==> src/rtl/display_mode_ctrl.sv <==
`default_nettype none
// +----------------------------------------------------------------------------+
// | display_mode_ctrl: debounced push-button mode FSM driving 7-seg glyphs.   |
// | Optional macro AUTO_CYCLE_EN adds timed HEX->BCD->DEC auto-advance.       |
// | Revision: 1.0                                                             |
// +----------------------------------------------------------------------------+
module display_mode_ctrl #(
  parameter int DB_CYCLES   = 500000,
  parameter int DB_W        = 20,
  parameter int AUTO_PERIOD = 50000000
) (
  input  logic       clk,
  input  logic       rst_n,
  input  logic       enable,
  input  logic [2:0] PB,
  input  logic [3:0] SW,
  output logic [1:0] mode,
  output logic [6:0] Hex_7,
  output logic [6:0] Hex_1,
  output logic [3:0] Hex_0,
  output logic       digit_on
);

  typedef enum logic [1:0] {
    OFF = 2'd0,
    HEX = 2'd1,
    BCD = 2'd2,
    DEC = 2'd3
  } state_t;

  localparam logic [DB_W-1:0] DB_LAST     = DB_W'(DB_CYCLES - 1);
  localparam logic [6:0]      GLYPH_BLANK = 7'b1111111;
  localparam logic [6:0]      GLYPH_HEX   = 7'b0001011;
  localparam logic [6:0]      GLYPH_BCD   = 7'b0000011;
  localparam logic [6:0]      GLYPH_DEC   = 7'b0100001;
  localparam logic [6:0]      GLYPH_ONE   = 7'b1111001;

  state_t     state;
  state_t     sel;
  logic [2:0] sync_a;
  logic [2:0] sync_b;
  logic [2:0] db_state;
  logic [2:0] db_prev;
  logic [2:0] press;
  logic       press_any;

  always_ff @(posedge clk or negedge rst_n) begin
    if (!rst_n) begin
      sync_a  <= 3'b111;
      sync_b  <= 3'b111;
      db_prev <= 3'b111;
    end else begin
      sync_a  <= PB;
      sync_b  <= sync_a;
      db_prev <= db_state;
    end
  end

  // Each button needs DB_CYCLES consecutive differing samples before it flips.
  generate
    for (genvar i = 0; i < 3; i++) begin : g_db
      logic [DB_W-1:0] cnt;
      logic            db_bit;

      always_ff @(posedge clk or negedge rst_n) begin
        if (!rst_n) begin
          cnt    <= '0;
          db_bit <= 1'b1;
        end else if (sync_b[i] == db_bit) begin
          cnt    <= '0;
        end else if (cnt == DB_LAST) begin
          cnt    <= '0;
          db_bit <= sync_b[i];
        end else begin
          cnt    <= cnt + 1'b1;
        end
      end

      assign db_state[i] = db_bit;
    end
  endgenerate

  assign press     = db_prev & ~db_state;
  assign press_any = |press;

  always_comb begin
    sel = OFF;
    if (press[0])      sel = HEX;
    else if (press[1]) sel = BCD;
    else if (press[2]) sel = DEC;
  end

`ifdef AUTO_CYCLE_EN
  localparam int                AUTO_W    = (AUTO_PERIOD > 2) ? $clog2(AUTO_PERIOD) : 1;
  localparam logic [AUTO_W-1:0] AUTO_LAST = AUTO_W'(AUTO_PERIOD - 1);

  logic [AUTO_W-1:0] timer;
  state_t            auto_next;

  always_comb begin
    auto_next = HEX;
    if (state == HEX)      auto_next = BCD;
    else if (state == BCD) auto_next = DEC;
  end
`endif

  always_ff @(posedge clk or negedge rst_n) begin
    if (!rst_n) begin
      state    <= OFF;
      Hex_7    <= GLYPH_BLANK;
      Hex_1    <= GLYPH_BLANK;
      Hex_0    <= 4'd0;
      digit_on <= 1'b0;
`ifdef AUTO_CYCLE_EN
      timer    <= '0;
`endif
    end else begin
      if (!enable) begin
        state <= OFF;
`ifdef AUTO_CYCLE_EN
        timer <= '0;
`endif
      end else if (press_any) begin
        state <= sel;
`ifdef AUTO_CYCLE_EN
        timer <= '0;
      end else if (state != OFF) begin
        if (timer == AUTO_LAST) begin
          state <= auto_next;
          timer <= '0;
        end else begin
          timer <= timer + 1'b1;
        end
`endif
      end

      // Outputs follow the state held this cycle, one cycle behind it.
      Hex_1    <= GLYPH_BLANK;
      Hex_0    <= SW;
      digit_on <= (state != OFF);
      case (state)
        OFF: begin
          Hex_7 <= GLYPH_BLANK;
          Hex_0 <= 4'd0;
        end
        HEX: Hex_7 <= GLYPH_HEX;
        BCD: begin
          Hex_7 <= GLYPH_BCD;
          if (SW > 4'd9) Hex_0 <= 4'd9;
        end
        DEC: begin
          Hex_7 <= GLYPH_DEC;
          if (SW > 4'd9) begin
            Hex_0 <= SW - 4'd10;
            Hex_1 <= GLYPH_ONE;
          end
        end
        default: Hex_7 <= GLYPH_BLANK;
      endcase
    end
  end

  assign mode = state;

endmodule
`default_nettype wire

==> config.mk <==
export PLATFORM = sky130hd
export DESIGN_NAME = display_mode_ctrl
export DESIGN_NICKNAME = d
export VERILOG_FILES = /design/src/rtl/display_mode_ctrl.sv
export SDC_FILE = /design/constraint.sdc
export NUM_CORES = 1
export LEC_CHECK = 0
export CAP_MARGIN = 10
export CORE_ASPECT_RATIO = 0.6
export CORE_UTILIZATION = 29
export DETAILED_ROUTE_END_ITERATION = 12
export REMOVE_ABC_BUFFERS = 1
export SLEW_MARGIN = 20
export SYNTH_ARGS = -nofsm -noshare
export SYNTH_HDL_FRONTEND = slang
export SYNTH_SLANG_ARGS = --single-unit
export TNS_END_PERCENT = 50
==> constraint.sdc <==
create_clock -name clk -period 5.1 [get_ports clk]
set_input_delay 0.51 -clock clk [delete_from_list [all_inputs] [get_ports clk]]
set_output_delay 0.51 -clock clk [all_outputs]
set_load 0.05 [all_outputs]
==> metrics.md <==
| Metric | Value |
|---|---|
| Synth-to-layout area growth | 18.5% |
| Warning count from the yosys run | 0 |
| Run status | finished, final reports clean |
| Clock power share | 0.510 |
| Critical path class | register to register |
| Number of violations of the max-capacitance limit | 0 |
| CTS clk-pin slew, worst paths | roughly 0.07 ns |
| Proportion of total power due to net switching | 0.205 |
| Gate Count Post-Synth | between 300 and 400 |
| Number of endpoints with negative hold slack in the final report | 0 |
| Switching power | 310 uW |
| Root Buffer Master | sky130_fd_sc_hd__clkbuf_16 |
| Flip-flop and latch count after synthesis | between 80 and 90 |
| Number of setup buffers added after CTS | 0 |
| Highest fanout seen on the critical path | 13 |
| Row count | 32 |
| Max Buffers Root-to-Sink | 2 |
| Cts bufs inserted | 9 |
| Share of flip-flops with an asynchronous set or reset after synthesis | 1.00 |
| Register-to-register path setup slack | 2.58 ns |
| Iteration count of the initial detailed-routing pass | 4 |
| Sequential fraction of the synthesis area | 0.529 |
| Die X-Extent | 154 um |
| Per-cell via count in the routed design | ~4.9 |
| Die height | 93.1 um |
| Ant diodes | 0 |
| Required time at the worst-slack endpoint | ~5.3 ns |
| Final setup violation count | 0 |
| Prevailing post-synth register cell | sky130_fd_sc_hd__dfrtp_1 |
| Worst-Skew Late Latency | 0.34 ns |
| Fraction of power consumed by sequential logic | 0.454 |
| Clock Sink Count | 84 |
| Total leakage power | between 1.5 and 2 nW |
| Critical Path AT | 2.74 ns |
| Clock Skew | 0.00897 ns |
| Final Routed Wirelength | ~7700 um |
| Number of H-tree branching levels | 3 |
| Die Area | 14300 um^2 |
| Post-synth cell types | 38 |
| NumNets Final | ~440 |
| Post-synthesis instance area | 4010 um^2 |
| Power per cell area | 317 nW/um^2 |
| Share of layout cells above drive strength 1 | 0.114 |
| Total core area | 13200 um^2 |
| Final core utilization | 0.361 |
| # port buffers | 24 |
| Global route overflow | 0 |
| Count of flip-flops with a built-in enable after synthesis | 0 |
| First-pass GRT wire length | 13200 um |
| Pin count of the biggest net entering global routing | 85 |
| Minimum clock period after layout | roughly 2.5 ns |
| Final ANT Viol Nets | 0 |
| Cell internal power dissipation | about 1.2 mW |
| Clock tree from TritonCTS | built |
| Half-perimeter wire length after placement | approximately 5300 um |
| Least-Margin Pin Slew | 0.792 ns |
| Element type at the critical path start | register |
| Aggregate negative setup slack | 0 ns |
| Highest clock rate | approximately 400 MHz |
| Power consumption | 1.51 mW |
| Hold Buf Count CTS | 0 |
| Kind of path behind the tightest hold check | input pin to asynchronous set/reset pin |
| VDD IR max | 192 uV |
| Total global-route track usage | 0.116 |
| Avg Synthesized Cell Area | between 10 and 15 um^2 |
| Drt initial violations | between 150 and 200 |
| Starting density of the core | 0.305 |
| Share of the clock period used by the worst path | 0.493 |
| Routed wirelength normalized by instance count | 13.0 um |
| Max-slew violation count | 0 |
| Antenna violations before repair | 0 |
| I/O pin count | 31 |
| Vias in the first global route | approximately 2700 |
| Worst rel slew slack | 0.469 |
| RSZ-0062 raised after global routing | no |
| Post-detailed-route DRC marker count | 0 |
| Post-cts gate resize count | 0 |
| Via total after detailed routing | just under 3000 |
| Crit path capture type | register |
| Placer's final routability congestion estimate | 0.809 |
| Portion of total power attributed to combinational logic | 0.037 |
## cells by family after synthesis
| logic type | after synthesis | share of synthesized area |
|---|---|---|
| AND/OR/NAND/NOR | 170 | 0.227 |
| flip-flops | 84 | 0.529 |
| AO/OA/AOI/OAI | 53 | 0.0773 |
| XOR/XNOR | 39 | 0.0851 |
| buffers and inverters | 34 | 0.0415 |
| adder cells (fa/ha/maj) | 10 | 0.0312 |
| multiplexers | 3 | 0.00842 |
| other | 1 | 0.000934 |
## cells in the mapped netlist (4+ instances only)
cell	n	area [um^2]
sky130_fd_sc_hd__nor4b_1	4	35.0
sky130_fd_sc_hd__dfstp_2	17	447
sky130_fd_sc_hd__o21ai_0	18	90.1
sky130_fd_sc_hd__and4_1	5	43.8
sky130_fd_sc_hd__ha_1	10	125
sky130_fd_sc_hd__buf_4	9	67.6
sky130_fd_sc_hd__xnor2_1	15	131
sky130_fd_sc_hd__buf_2	4	20.0
sky130_fd_sc_hd__nor3_1	8	40.0
sky130_fd_sc_hd__nor2_1	49	184
sky130_fd_sc_hd__or2_2	4	25.0
sky130_fd_sc_hd__or3_1	10	62.6
sky130_fd_sc_hd__nand4_1	17	106
sky130_fd_sc_hd__xor2_1	24	210
sky130_fd_sc_hd__nand2_1	22	82.6
sky130_fd_sc_hd__o31ai_1	9	67.6
sky130_fd_sc_hd__inv_1	14	52.6
sky130_fd_sc_hd__or4_1	14	105
sky130_fd_sc_hd__dfrtp_1	67	1680
sky130_fd_sc_hd__nor2b_1	4	25.0
sky130_fd_sc_hd__nand3_1	21	105
sky130_fd_sc_hd__clkbuf_1	7	26.3
sky130_fd_sc_hd__a21oi_1	19	95.1
## routing by layer
metal	up-vias	wire [um]	global-route usage
li1	1420	-	-
met1	1420	3980	0.159
met2	59	3240	0.172
met3	8	361	0.0357
met4	0	114	0.0425
met5	-	0	0
## placed cells by master (no fill, tap or decap), drive strengths merged
| master | synthesis | routed |
|---|---|---|
| dfrtp | 67 | 67 |
| nor2 | 49 | 49 |
| xor2 | 24 | 24 |
| clkdlybuf4s50 | 0 | 23 |
| nand2 | 22 | 22 |
| nand3 | 21 | 21 |
| a21oi | 19 | 19 |
| o21ai | 19 | 19 |
| nand4 | 19 | 19 |
| dfstp | 17 | 17 |
| xnor2 | 15 | 15 |
| inv | 14 | 14 |
| or4 | 14 | 14 |
| clkbuf | 7 | 11 |
| or3 | 10 | 10 |
| ha | 10 | 10 |
| o31ai | 10 | 10 |
| nor3 | 8 | 8 |
| conb | 1 | 6 |
| and4 | 6 | 6 |
| or2 | 4 | 4 |
| nor4b | 4 | 4 |
| nor2b | 4 | 4 |
| buf | 13 | 4 |
| nor4 | 3 | 3 |
| mux2 | 3 | 3 |
| bufinv | 0 | 3 |
| and2 | 2 | 2 |
| and3 | 2 | 2 |
| a21boi | 2 | 2 |
| clkinv | 0 | 2 |
| or4b | 1 | 1 |
| o211ai | 1 | 1 |
| nand2b | 1 | 1 |
| o311a | 1 | 1 |
| o21bai | 1 | 1 |
## registers in the layout, summed over array words and instances (netlist names)
register     flops
g_db.cnt        60
Hex_0            4
Hex_7            4
db_prev          3
g_db.db_bit      3
sync_a           3
sync_b           3
mode             2
Hex_1            1
digit_on         1
## power groups by stage
stage / Clock, mW / Sequential, mW / Combinational [mW]
final: 0.770 / 0.685 / 0.0552
after global routing: 0.822 / 0.686 / 0.0634
after CTS: 0.791 / 0.685 / 0.0565
after detailed placement: 0 / 0.696 / 0.0563
after global placement: 0 / 0.696 / 0.0547
after floorplan: 0 / 0.695 / 0.0277
## worst max-delay path, cell delays in order (launching register included)
cell and delay (ns):
sky130_fd_sc_hd__dfrtp_1 0.43, sky130_fd_sc_hd__or4b_1 0.52, sky130_fd_sc_hd__or4_1 0.57, sky130_fd_sc_hd__o21ai_1 0.51, sky130_fd_sc_hd__buf_4 0.31, sky130_fd_sc_hd__nor2_1 0.08
## area by class of cell
class                   instances  area, um^2
well taps                     170         213
fillers                      1295        8420
multi-input cells             281        1740
flip-flops and latches         84        2120
clock buffers                  11         253
inverters                      14        52.6
clock inverters                 5         108
repair buffers                 27         264
## worst paths after layout
check,start,endpoint,cells past startpoint
worst max register to register,g_db[0].cnt[11]$_DFF_PN0_,g_db[0].cnt[3]$_DFF_PN0_,5
max in group asynchronous,rst_n,g_db[2].cnt[6]$_DFF_PN0_,1
worst min register to register,sync_a[2]$_DFF_PN1_,sync_b[2]$_DFF_PN1_,0
worst min-delay path,rst_n,digit_on$_DFF_PN0_,1
min in group clk,sync_a[2]$_DFF_PN1_,sync_b[2]$_DFF_PN1_,0
worst max-delay path,g_db[0].cnt[11]$_DFF_PN0_,g_db[0].cnt[3]$_DFF_PN0_,5
## through the flow
step / setup slack (ns) / instance area, um^2 / hold slack [ns] / instances
detailed placement: 2.59 / 4390 / 0.348 / 576
floorplan: 2.67 / 3920 / 0.214 / 379
finish: 2.58 / 4760 / 0.195 / 592
CTS: 2.58 / 4750 / 0.357 / 592
global placement: 2.72 / 4390 / 0.346 / 576
global route: 2.46 / 4760 / 0.281 / 592
Note: power is estimated with default switching activity, not from simulation.
